--- config.mk ---
export PLATFORM = sky130hd
export DESIGN_NAME = msi_bus_arbiter_flat
export DESIGN_NICKNAME = d
export VERILOG_FILES = /design/src/rtl/msi_bus_arbiter_if.sv /design/src/rtl/msi_bus_arbiter.sv /design/src/flat_wrapper.sv
export SDC_FILE = /design/constraint.sdc
export NUM_CORES = 1
export LEC_CHECK = 0
export CAP_MARGIN = 0
export CORE_ASPECT_RATIO = 1.75
export CORE_MARGIN = 10
export CORE_UTILIZATION = 38
export DETAILED_ROUTE_END_ITERATION = 8
export PLACE_DENSITY = 0.75
export RECOVER_POWER = 50
export SETUP_SLACK_MARGIN = 0.02
export SYNTH_ARGS = -nofsm -noshare
export SYNTH_HDL_FRONTEND = slang
export SYNTH_SLANG_ARGS = --single-unit
--- constraint.sdc ---
create_clock -name clk_i -period 1.3 [get_ports clk_i]
set_input_delay 0.195 -clock clk_i [delete_from_list [all_inputs] [get_ports clk_i]]
set_output_delay 0.195 -clock clk_i [all_outputs]
set_load 0.02 [all_outputs]
--- src/rtl/msi_bus_arbiter_if.sv ---
// Bus bundle between msi_bus_arbiter (master modport) and the cache side (slave modport).
// Grants, snoops and data_valid are single-cycle pulses; no ready/backpressure exists on this bus.
interface msi_bus_arbiter_if #(
    parameter int NUM_CPUS  = 2,
    parameter int NUM_LINES = 2
);
    // req_i holds until granted; gnt_o pulses one cycle in GRANT, when msg_i/addr_i of the
    // winner must be valid; flush_i is only legal during the single BCAST cycle.
    logic [NUM_CPUS-1:0]           req_i;
    logic [NUM_CPUS-1:0]           gnt_o;
    logic [3*NUM_CPUS-1:0]         msg_i;
    logic [NUM_LINES*NUM_CPUS-1:0] addr_i;
    logic [3*NUM_CPUS-1:0]         snoop_msg_o;
    logic [NUM_LINES-1:0]          snoop_addr_o;
    logic [NUM_CPUS-1:0]           flush_i;
    logic [NUM_CPUS-1:0]           data_valid_o;
    logic [2:0]                    bus_msg_o;
    logic                          busy_o;
    logic                          err_o;

    modport master (
        input  req_i, msg_i, addr_i, flush_i,
        output gnt_o, snoop_msg_o, snoop_addr_o, data_valid_o, bus_msg_o, busy_o, err_o
    );

    modport slave (
        output req_i, msg_i, addr_i, flush_i,
        input  gnt_o, snoop_msg_o, snoop_addr_o, data_valid_o, bus_msg_o, busy_o, err_o
    );
endinterface

--- src/rtl/msi_bus_arbiter.sv ---
// MSI snooping bus arbiter: grant, broadcast snoop, then complete from a flushing cache or memory.
// Define MSI_ARB_FIXED_PRIO_EN for fixed lowest-index priority; round-robin otherwise.
module msi_bus_arbiter #(
    parameter int NUM_CPUS  = 2,
    parameter int NUM_LINES = 2,
    parameter int MEM_LAT   = 4
) (
    input  logic                 clk_i,
    input  logic                 rst_i,
    msi_bus_arbiter_if.master    bus,
    output logic [2:0]           dbg_state
);
    localparam int IDX_W = (NUM_CPUS > 1) ? $clog2(NUM_CPUS) : 1;
    localparam int CNT_W = (MEM_LAT > 1) ? $clog2(MEM_LAT) : 1;
    localparam logic [CNT_W-1:0] CNT_LOAD = CNT_W'(MEM_LAT - 1);

    localparam logic [2:0] MSG_RD   = 3'd1;
    localparam logic [2:0] MSG_RDX  = 3'd2;
    localparam logic [2:0] MSG_UPGR = 3'd3;

    typedef enum logic [2:0] {
        IDLE     = 3'd0,
        GRANT    = 3'd1,
        BCAST    = 3'd2,
        MEM_WAIT = 3'd3,
        DATA     = 3'd4
    } state_t;

    state_t               state, state_nxt;
    logic [IDX_W-1:0]     win, pick;
    logic [2:0]           cur_msg;
    logic [NUM_LINES-1:0] cur_addr;
    logic [CNT_W-1:0]     cnt;
    logic                 err;
    logic                 err_set;
    logic [NUM_CPUS-1:0]  win_mask;
    logic [NUM_CPUS-1:0]  flush_other;
    logic                 flush_multi;

    assign dbg_state = state;

`ifdef MSI_ARB_FIXED_PRIO_EN
    always_comb begin
        pick = '0;
        for (int i = NUM_CPUS - 1; i >= 0; i--) begin
            if (bus.req_i[i]) pick = IDX_W'(i);
        end
    end
`else
    logic [IDX_W-1:0] last_winner;

    // Search begins just after the previous winner, which bounds any wait to NUM_CPUS-1 grants.
    always_comb begin
        logic             found;
        logic [IDX_W-1:0] cand;
        pick  = '0;
        found = 1'b0;
        cand  = '0;
        for (int k = 1; k <= NUM_CPUS; k++) begin
            cand = IDX_W'((int'(last_winner) + k) % NUM_CPUS);
            if (!found && bus.req_i[cand]) begin
                pick  = cand;
                found = 1'b1;
            end
        end
    end
`endif

    assign win_mask    = NUM_CPUS'(1) << win;
    assign flush_other = bus.flush_i & ~win_mask;
    assign flush_multi = (bus.flush_i & (bus.flush_i - NUM_CPUS'(1))) != '0;

    always_comb begin
        state_nxt = state;
        err_set   = 1'b0;
        case (state)
            IDLE: begin
                if (|bus.req_i) state_nxt = GRANT;
            end
            GRANT: state_nxt = BCAST;
            BCAST: begin
                if (cur_msg == MSG_UPGR) begin
                    state_nxt = IDLE;
                end else if (cur_msg == MSG_RD || cur_msg == MSG_RDX) begin
                    state_nxt = (|flush_other) ? DATA : MEM_WAIT;
                end else begin
                    state_nxt = IDLE;
                    err_set   = 1'b1;
                end
            end
            MEM_WAIT: begin
                if (cnt == '0) state_nxt = DATA;
            end
            DATA:    state_nxt = IDLE;
            default: state_nxt = IDLE;
        endcase
        // A flush is only meaningful from a non-winning cache, alone, during the snoop cycle.
        if (state == BCAST) begin
            if (bus.flush_i[win] || flush_multi) err_set = 1'b1;
        end else if (|bus.flush_i) begin
            err_set = 1'b1;
        end
    end

    always_comb begin
        bus.gnt_o        = (state == GRANT) ? win_mask : '0;
        bus.data_valid_o = (state == DATA) ? win_mask : '0;
        bus.busy_o       = (state != IDLE);
        bus.bus_msg_o    = (state == BCAST) ? cur_msg : 3'd0;
        bus.snoop_addr_o = cur_addr;
        bus.err_o        = err;
        bus.snoop_msg_o  = '0;
        for (int j = 0; j < NUM_CPUS; j++) begin
            if (state == BCAST && IDX_W'(j) != win) bus.snoop_msg_o[3*j +: 3] = cur_msg;
        end
    end

    always_ff @(posedge clk_i or negedge rst_i) begin
        if (!rst_i) begin
            state    <= IDLE;
            win      <= '0;
            cur_msg  <= 3'd0;
            cur_addr <= '0;
            cnt      <= '0;
            err      <= 1'b0;
`ifndef MSI_ARB_FIXED_PRIO_EN
            last_winner <= IDX_W'(NUM_CPUS - 1);
`endif
        end else begin
            state <= state_nxt;
            if (state == IDLE && (|bus.req_i)) win <= pick;
            if (state == GRANT) begin
                cur_msg  <= bus.msg_i[3*int'(win) +: 3];
                cur_addr <= bus.addr_i[NUM_LINES*int'(win) +: NUM_LINES];
`ifndef MSI_ARB_FIXED_PRIO_EN
                last_winner <= win;
`endif
            end
            if (state == BCAST) cnt <= CNT_LOAD;
            else if (state == MEM_WAIT && cnt != '0) cnt <= cnt - CNT_W'(1);
            if (err_set) err <= 1'b1;
        end
    end
endmodule

--- src/flat_wrapper.sv ---
// flat-port wrapper written by rule: the top's interface ports become plain ports
module msi_bus_arbiter_flat 
#(
    parameter int NUM_CPUS  = 2,
    parameter int NUM_LINES = 2,
    parameter int MEM_LAT   = 4
)
  (clk_i, rst_i, dbg_state, bus_req_i, bus_msg_i, bus_addr_i, bus_flush_i, bus_gnt_o, bus_snoop_msg_o, bus_snoop_addr_o, bus_data_valid_o, bus_bus_msg_o, bus_busy_o, bus_err_o);
  msi_bus_arbiter_if #(.NUM_CPUS(NUM_CPUS), .NUM_LINES(NUM_LINES)) bus_i ();
  input  logic clk_i;
  input  logic rst_i;
  output logic [2:0] dbg_state;
  input wire logic [$bits(bus_i.req_i)-1:0] bus_req_i;
  input wire logic [$bits(bus_i.msg_i)-1:0] bus_msg_i;
  input wire logic [$bits(bus_i.addr_i)-1:0] bus_addr_i;
  input wire logic [$bits(bus_i.flush_i)-1:0] bus_flush_i;
  output wire logic [$bits(bus_i.gnt_o)-1:0] bus_gnt_o;
  output wire logic [$bits(bus_i.snoop_msg_o)-1:0] bus_snoop_msg_o;
  output wire logic [$bits(bus_i.snoop_addr_o)-1:0] bus_snoop_addr_o;
  output wire logic [$bits(bus_i.data_valid_o)-1:0] bus_data_valid_o;
  output wire logic [$bits(bus_i.bus_msg_o)-1:0] bus_bus_msg_o;
  output wire logic [$bits(bus_i.busy_o)-1:0] bus_busy_o;
  output wire logic [$bits(bus_i.err_o)-1:0] bus_err_o;
  assign bus_i.req_i = bus_req_i;
  assign bus_i.msg_i = bus_msg_i;
  assign bus_i.addr_i = bus_addr_i;
  assign bus_i.flush_i = bus_flush_i;
  assign bus_gnt_o = bus_i.gnt_o;
  assign bus_snoop_msg_o = bus_i.snoop_msg_o;
  assign bus_snoop_addr_o = bus_i.snoop_addr_o;
  assign bus_data_valid_o = bus_i.data_valid_o;
  assign bus_bus_msg_o = bus_i.bus_msg_o;
  assign bus_busy_o = bus_i.busy_o;
  assign bus_err_o = bus_i.err_o;
  msi_bus_arbiter #(.NUM_CPUS(NUM_CPUS), .NUM_LINES(NUM_LINES), .MEM_LAT(MEM_LAT)) u_core (.clk_i(clk_i), .rst_i(rst_i), .bus(bus_i), .dbg_state(dbg_state));
endmodule
## Word level (Yosys, flattened, before mapping)

Index checks and enable logic that the tools add are counted.

- Register bits: 13
- Input bits: 16
- Output and inout bits: 20
- Logic and storage cells: 77

- Add/sub/neg operators: 4
- Multipliers: 1
- $lt $le $gt $ge: 3
- Equality and inequality tests: 9
- Shift operators: 3
- Multiplexer cells: 28
- Bitwise logic cells: 4
- Reduce and logical (&&, ||, !) cells: 18

Operators with widths:

| operator | number |
|---|---|
| 6-bit by 32-bit variable part select with 3-bit output | 1 |
| 3-bit two-way mux | 8 |
| 1-bit two-way mux | 15 |
| 3-bit by 2-bit == test with 1-bit output (second input constant) | 4 |
| 3-bit case mux with 4 select lines | 1 |
| 2-bit two-way mux | 4 |
| 3-bit by 1-bit == test with 1-bit output (second input constant) | 2 |
| 1-bit by 2-bit < comparator with 1-bit output (second input constant) | 3 |
| 2-bit nonzero test | 3 |
| 2-bit OR reduction | 3 |
| 1-bit logical AND | 5 |
| 2-bit bitwise AND | 2 |
| 2-bit by 1-bit inequality test with 1-bit output (second input constant) | 2 |
| 4-bit by 3-bit variable part select with 2-bit output | 1 |
| 2-bit by 1-bit subtractor with 2-bit output (second input constant) | 2 |
| 3-bit == test (second input constant) | 1 |
| 3-bit logical NOT | 1 |
| 2-bit by 1-bit multiplier with 3-bit output (first input constant) | 1 |
| 3-bit nonzero test | 1 |
| 1-bit adder (second input constant) | 2 |
| 2-bit logical NOT | 1 |
| 1-bit logical OR | 2 |
| 2-bit NOT | 1 |
| 2-bit AND reduction | 1 |
| other kinds (3) | 3 |

## Depth between registers and ports, before layout

Gate-level depths: netlist (run 1).

- Word-level depth: 8
- Gate-level depth with buffers: 5
- Gate-level depth less buffers: 5

## Worst setup path before layout (run 1)

Ideal clock, no wire load.

- Path type: register to output
- From: register u_core.state[0] (netlist: u_core.dbg_state[0])
- To: output port bus_snoop_msg_o[3]
- Arrival: 1,364 ps
- Required time: 1,105 ps
- Slack: -259 ps
- Cell stages (with the launch flop): 5
- Path buffers: 1
- Path through: dfrtp_1 -> buf_6 -> nor3b_4 -> and2_2 -> and2b_1

- Cells in the longest elaborated chain, start to end: 3

Ends and longest elaborated chain:

| item | RTL line | RTL |
|---|---|---|
| start, declared | msi_bus_arbiter.sv:29 | `state_t state, state_nxt;` |
| start signal, assigned | msi_bus_arbiter.sv:130 | `state <= state_nxt;` |
| 3-bit by 2-bit == test with 1-bit output | msi_bus_arbiter.sv:114 | `if (state == BCAST && IDX_W'(j) != win) bus.snoop_msg_o[3*j +: 3] = cur_msg;` |
| 1-bit logical AND | msi_bus_arbiter.sv:114 |  |
| 3-bit two-way mux | msi_bus_arbiter.sv:114 |  |
| end, declared | flat_wrapper.sv:18 | `output wire logic [$bits(bus_i.snoop_msg_o)-1:0] bus_snoop_msg_o;` |

Every way passes these cells.

## Worst setup path in the final report (run 1)

- From: register u_core.state[2] (netlist: u_core.dbg_state[2])
- To: output port bus_snoop_msg_o[5]

Same word-level chain as after synthesis.

==> results of run 1 <==
## registers in the layout, summed over array words and instances (netlist names)
signal and flops:
u_core.win 1, u_core.cur_msg 3, u_core.bus.err_o 1, u_core.bus.snoop_addr_o 2, u_core.last_winner 1, u_core.cnt 2, u_core.dbg_state 3
## layer usage
metal / vias up / GRT usage [%] / part of all wire (%)
met1: 398 / 10.4 / 37
li1: 426 / - / -
met4: 0 / 5.91 / 4.0
met2: 24 / 19.7 / 54
met5: - / 0 / 0
met3: 8 / 2.29 / 4.4
## path summary, 6_finish.rpt
check / from / endpoint / slack (ns) / depth (start not counted)
max: u_core.dbg_state[2]$_DFFE_PN0P_ / bus_snoop_msg_o[5] / -0.38 / 4
min: rst_i / u_core.cur_msg[1]$_DFFE_PN0N_ / 0.46 / 2
max reg2reg: u_core.win$_DFFE_PN0P_ / u_core.dbg_state[0]$_DFFE_PN0P_ / -0.26 / 4
min reg2reg: u_core.bus.err_o$_DFFE_PN0P_ / u_core.bus.err_o$_DFFE_PN0P_ / 0.46 / 1
max in group asynchronous: rst_i / u_core.win$_DFFE_PN0P_ / 0.36 / 2
min in group clk_i: u_core.bus.err_o$_DFFE_PN0P_ / u_core.bus.err_o$_DFFE_PN0P_ / 0.46 / 1
## worst max-delay path, cell delays in order, from the launching register on
cell and delay, ns:
dfrtp_2 0.43, nor3b_4 0.31, and2_4 0.20, and2b_2 0.15, buf_6 0.11
## repair_timing
item,in CTS,in global routing
pin swaps,8,10
resized for setup,114,25
setup endpoints to repair,29,29
buffers inserted,7,9
## report_power, final
part | leakage (µW) | total [µW] | internal [µW] | switching [µW]
registers | 0.000139 | 792 | 611 | 181
clock network | 0.0000150 | 248 | 119 | 129
logic | 0.000591 | 3150 | 1800 | 1350
## logic make-up after synthesis
group,synth area share [%]
compound gates,9.90
xor+xnor,2.01
fa+ha+maj,1.43
buf+inv,7.89
flops,37.4
mux,8.32
simple gates,33.0
## through the flow
stage / total power [µW] / instance area [µm²]
2_1_floorplan: 2200 / 897
3_3_place_gp: 3120 / 1370
3_5_place_dp: 3170 / 1370
4_1_cts: 3790 / 1510
5_1_grt: 4470 / 1630
6_report: 4190 / 1630
## cell type report
type | count | area share, %
inverters | 4 | 0.920
clock buffers | 4 | 1.61
repair buffers | 68 | 40.5
multi-input cells | 61 | 34.8
well taps | 24 | 1.84
flip-flops and latches | 13 | 20.3
## cell usage after synthesis, types with 3 or more instances
| cell | instances | area [µm²] |
|---|---|---|
| buf_6 | 4 | 45.0 |
| and2_2 | 3 | 22.5 |
| inv_1 | 4 | 15.0 |
| and2b_1 | 3 | 22.5 |
| mux2i_1 | 5 | 50.1 |
| nand3b_1 | 3 | 22.5 |
| and3_2 | 3 | 22.5 |
| nor2_1 | 9 | 33.8 |
| a21oi_1 | 5 | 25.0 |
| nand2_1 | 3 | 11.3 |
| dfrtp_1 | 12 | 300 |
==> results.sh, run 1 <==
export IMPL_skew_ns=0.00657
export IMPL_cts_htree_levels=1
export IMPL_max_slew_margin_pct=54.4
export IMPL_cts_buffers_inserted=3
export IMPL_hold_violations=0
export IMPL_max_cap_violations=0
export IMPL_maxSlewViolCount=0
export IMPL_ys_ff_latch=13
export IMPL_worst_slew_pin_slew_ns=0.685
export IMPL_violations="setup timing"
export IMPL_io_pins=36
export IMPL_fin_ws_ns=-0.381
export IMPL_p_leak_uw=0.000745
export IMPL_grt_pass1_wl_um=4120
export IMPL_synth_edf_count=0
export IMPL_num_antenna_cells=0
export IMPL_synth_nets=101
export IMPL_yosysSeqAreaShare_pct=37.4
export IMPL_die_h_um=83.4
export IMPL_dr_total_vias=856
export IMPL_cts_root_buf="clkbuf_4"
export IMPL_grt_max_degree=14
export IMPL_cts_tree="yes"
export IMPL_finalNetCount=168
export IMPL_hp_class="in -> async"
export IMPL_postCtsHoldBufs=0
export IMPL_finalCriticalPeriod_ns=1.68
export IMPL_die_w_um=56.2
export IMPL_post_place_cells=157
export IMPL_finalCritPeriodShare_pct=129
export IMPL_syn_inst=84
export IMPL_portBuffers=35
export IMPL_fmax_ghz=0.595
export IMPL_cp_end_kind="primary output"
export IMPL_overflow=0
export IMPL_max_clock_path_buffers=2
export IMPL_rsz0062_at_grt="yes"
export IMPL_antenna_found_initial=0
export IMPL_core_um2=2150
export IMPL_gr_usage_all_layers_pct=10.7
export IMPL_drt_iter0_drc=17
export IMPL_pre_cts_ws_ns=-0.572
export IMPL_drc=0
export IMPL_seqCellArea_um2=332
export IMPL_globalplace_congestion=0.814
export IMPL_layout_drive_gt1_share_pct=60.7
export IMPL_viasPerCell=4.92
export IMPL_finalCoreUtilization_pct=76.0
export IMPL_area_growth_pct=87.1
export IMPL_final_common_cell="buf_6"
export IMPL_fillers=159
export IMPL_worst_skew_pair_late_latency_ns=0.27
export IMPL_avgSynthCellArea_um2=10.4
export IMPL_yosysWarnings=0
export IMPL_required_ns=1.11
export IMPL_ir_worst_vdd_mv=1.64
export IMPL_clkTransAtPathRegs_ns=0.08
export IMPL_clkSinkCount=13
export IMPL_wirelength_um=2630
export IMPL_crit_fanout=7
export IMPL_grt_pass1_vias=883
export IMPL_initial_utilization_pct=40.6
export IMPL_netlist_area_um2=872
export IMPL_setup_violations=29
export IMPL_wl_per_cell_um=15.1
export IMPL_yosys_most_used_dff="dfrtp_1"
export IMPL_ant_nets=0
export IMPL_drt_pass1_iter_count=2
export IMPL_powerDensity_nw_per_um2=2570
export IMPL_final_cell_mix="buf_6, buf_4, clkdlybuf4s50_1, dfrtp_1"
export IMPL_detailed_place_hpwl_um=2000
export IMPL_async_reset_ff_share_pct=100
export IMPL_row_count=22
export IMPL_dieArea_um2=4690
export IMPL_status="finished with violations"
export IMPL_startpoint_type="register"
export IMPL_multiInputGateArea_um2=568
export IMPL_fin_cells=174
export IMPL_yosysUniqueCellTypes=35
export IMPL_critPathKind="reg -> out"
export IMPL_hold_slack_ns=0.460
export IMPL_tns_ns=-5.53
export IMPL_cp_arrival_ns=1.49
(Power assumes the default switching activity.)
==> run 2: changes to the inputs <==
--- a/config.mk
+++ b/config.mk
@@ -7,7 +7,7 @@
 export LEC_CHECK = 0
 export CAP_MARGIN = 0
 export CORE_ASPECT_RATIO = 1.75
-export CORE_MARGIN = 10
+export CORE_MARGIN = 1.5
 export CORE_UTILIZATION = 38
 export DETAILED_ROUTE_END_ITERATION = 8
 export PLACE_DENSITY = 0.75
==> run 2 against run 1 <==
The flow still finishes with violations (setup timing). Wire length is 6.1% higher. Cell count is 5.7% higher. Global-route usage up 12 points. Sequential share of layout area shrank 0.82 points. Count of clock-buffer cells in the layout unchanged. Critical endpoint unchanged. Combinational power increased by 6.3%. First-iteration DRC count shrank 47%. Core utilization up 4.2 points. Via count increased by 9.5%. Largest power group unchanged.
==> results.sh, run 2 (same netlist as run 1, synthesis figures left out) <==
export IMPL_status="finished with violations"
export IMPL_violations="setup timing"
export IMPL_place_area_um2=1400
export IMPL_die_h_um=66.4
export IMPL_skew_ns=0.00645
export IMPL_gr_usage_all_layers_pct=22.4
export IMPL_critPathKind="reg -> out"
export IMPL_fin_cells=184
export IMPL_grt_use_met2_pct=40.8
export IMPL_wirelength_um=2790
export IMPL_startpoint_type="register"
export IMPL_critPathSlowestCell="dfrtp_2"
export IMPL_required_ns=1.11
export IMPL_clkSinkCount=13
export IMPL_fin_ws_ns=-0.428
export IMPL_globalplace_congestion=0.816
export IMPL_hp_class="in -> async"
export IMPL_cp_arrival_ns=1.53
export IMPL_rsz0062_at_grt="yes"
export IMPL_portBuffers=35
export IMPL_clkTransAtPathRegs_ns=0.08
export IMPL_drt_iter0_drc=9
export IMPL_post_place_cells=160
export IMPL_cts_htree_levels=1
export IMPL_cts_buffers_inserted=3
export IMPL_io_pins=36
export IMPL_p_leak_uw=0.000789
export IMPL_max_slew_margin_pct=52.6
export IMPL_grt_pass1_vias=914
export IMPL_slowest_delay_ns=0.43
export IMPL_ir_worst_vdd_mv=1.56
export IMPL_grt_pass1_wl_um=3920
export IMPL_die_w_um=39.2
export IMPL_path_cells="nor3b_4 -> and2_4 -> and2b_2 -> buf_6"
export IMPL_viasPerCell=5.09
export IMPL_drc=0
export IMPL_final_cell_mix="buf_4, buf_6, clkdlybuf4s50_1, dfrtp_1, mux2i_1"
export IMPL_detailed_place_hpwl_um=1670
export IMPL_worst_skew_pair_late_latency_ns=0.29
export IMPL_final_area_um2=1700
export IMPL_grt_busiest_layer="met2"
export IMPL_ant_nets=0
export IMPL_max_cap_violations=0
export IMPL_row_count=22
export IMPL_crit_fanout=7
export IMPL_powerDensity_nw_per_um2=2600
export IMPL_fmax_ghz=0.579
export IMPL_overflow=0
export IMPL_finalCritPeriodShare_pct=133
export IMPL_finalCriticalPeriod_ns=1.73
export IMPL_core_um2=2120
export IMPL_max_clock_path_buffers=2
export IMPL_antenna_found_initial=0
export IMPL_maxSlewViolCount=0
export IMPL_drt_pass1_iter_count=2
export IMPL_grt_max_degree=14
export IMPL_num_antenna_cells=0
export IMPL_cts_tree="yes"
export IMPL_crit_buf_inv=1
export IMPL_final_common_cell="buf_4"
export IMPL_globalRouteMet1Util_pct=21.8
export IMPL_finalNetCount=178
export IMPL_wl_per_cell_um=15.1
export IMPL_area_growth_pct=95.0
export IMPL_worst_slew_pin_slew_ns=0.710
export IMPL_setup_violations=29
export IMPL_cp_end_kind="primary output"
export IMPL_layout_drive_gt1_share_pct=61.3
export IMPL_cts_root_buf="clkbuf_4"
export IMPL_crit_family="simple AND/OR/NAND/NOR gates"
export IMPL_dieArea_um2=2600
export IMPL_met3_usage_pct=2.02
export IMPL_dr_total_vias=937
export IMPL_initial_utilization_pct=41.1
export IMPL_hold_violations=0
## run 2: changes by cell type in the layout (fill, tap and decap cells not counted)
| cell | before | now |
|---|---|---|
| buf_4 | 20 | 31 |
| a21oi_1 | 0 | 3 |
| a21oi_2 | 5 | 2 |
| buf_6 | 28 | 25 |
| and3_4 | 0 | 2 |
| and3_1 | 1 | 0 |
| and3_2 | 3 | 2 |
| buf_2 | 0 | 1 |
| buf_8 | 1 | 2 |
| nand2_1 | 2 | 3 |
| nand2_2 | 1 | 0 |
| nor2_2 | 4 | 3 |
| nor2_4 | 2 | 3 |
## run 2: worst reg2reg max path, delay by kind of cell (launching register included)
family | cells | cell delay, ns
flops | 1 | 0.43
buf+inv | 3 | 0.39
compound gates | 2 | 0.38
simple gates | 1 | 0.30
## run 2: worst paths after layout
check / from / to / slack, ns / cells after the start
setup / recovery: u_core.dbg_state[0]$_DFFE_PN0P_ / bus_snoop_msg_o[5] / -0.43 / 4
max in group asynchronous: rst_i / u_core.dbg_state[0]$_DFFE_PN0P_ / 0.34 / 2
min in group clk_i: u_core.bus.err_o$_DFFE_PN0P_ / u_core.bus.err_o$_DFFE_PN0P_ / 0.48 / 1
hold reg to reg: u_core.bus.err_o$_DFFE_PN0P_ / u_core.bus.err_o$_DFFE_PN0P_ / 0.48 / 1
setup reg to reg: u_core.dbg_state[0]$_DFFE_PN0P_ / u_core.bus.err_o$_DFFE_PN0P_ / -0.29 / 6
hold / removal: rst_i / u_core.bus.snoop_addr_o[0]$_DFFE_PN0N_ / 0.46 / 2
## run 2: what timing repair did
item,4_1_cts,5_1_grt
resized for setup,114,21
hold buffers,0,0
setup buffers,11,10
hold endpoints to repair,0,0
pin swaps,12,7
endpoints found under the setup margin,31,29
## run 2: report_power, final
part | internal, µW | total, µW | switching [µW]
sequential | 611 | 815 | 204
clock | 119 | 257 | 137
combinational | 1940 | 3350 | 1410
## run 2: through the flow
stage | power, µW | setup slack (ns) | util (%) | hold WS (ns) | setup TNS, ns
3_3_place_gp | 3130 | -0.505 | 65.9 | 0.450 | -7.45
6_report | 4430 | -0.428 | 80.2 | 0.457 | -8.09
5_1_grt | 4670 | -0.478 | 80.2 | 0.496 | -9.62
3_5_place_dp | 3200 | -0.548 | 65.9 | 0.455 | -7.96
2_1_floorplan | 2200 | -0.200 | - | -0.101 | -0.790
4_1_cts | 3900 | -0.362 | 73.9 | 0.217 | -6.00
## run 2: metal layers
metal	routed length (µm)	share of wire, %
met1	928	33
met2	1640	59
met3	92	3.3
met4	127	4.6
met5	0	0
## run 2: final cells by class
type                    instances  area, µm²
repair buffers                 78        729
multi-input cells              61        568
fillers                       126        419
flip-flops and latches         13        332
well taps                      24       30.0
clock buffers                   4       26.3
inverters                       4       15.0
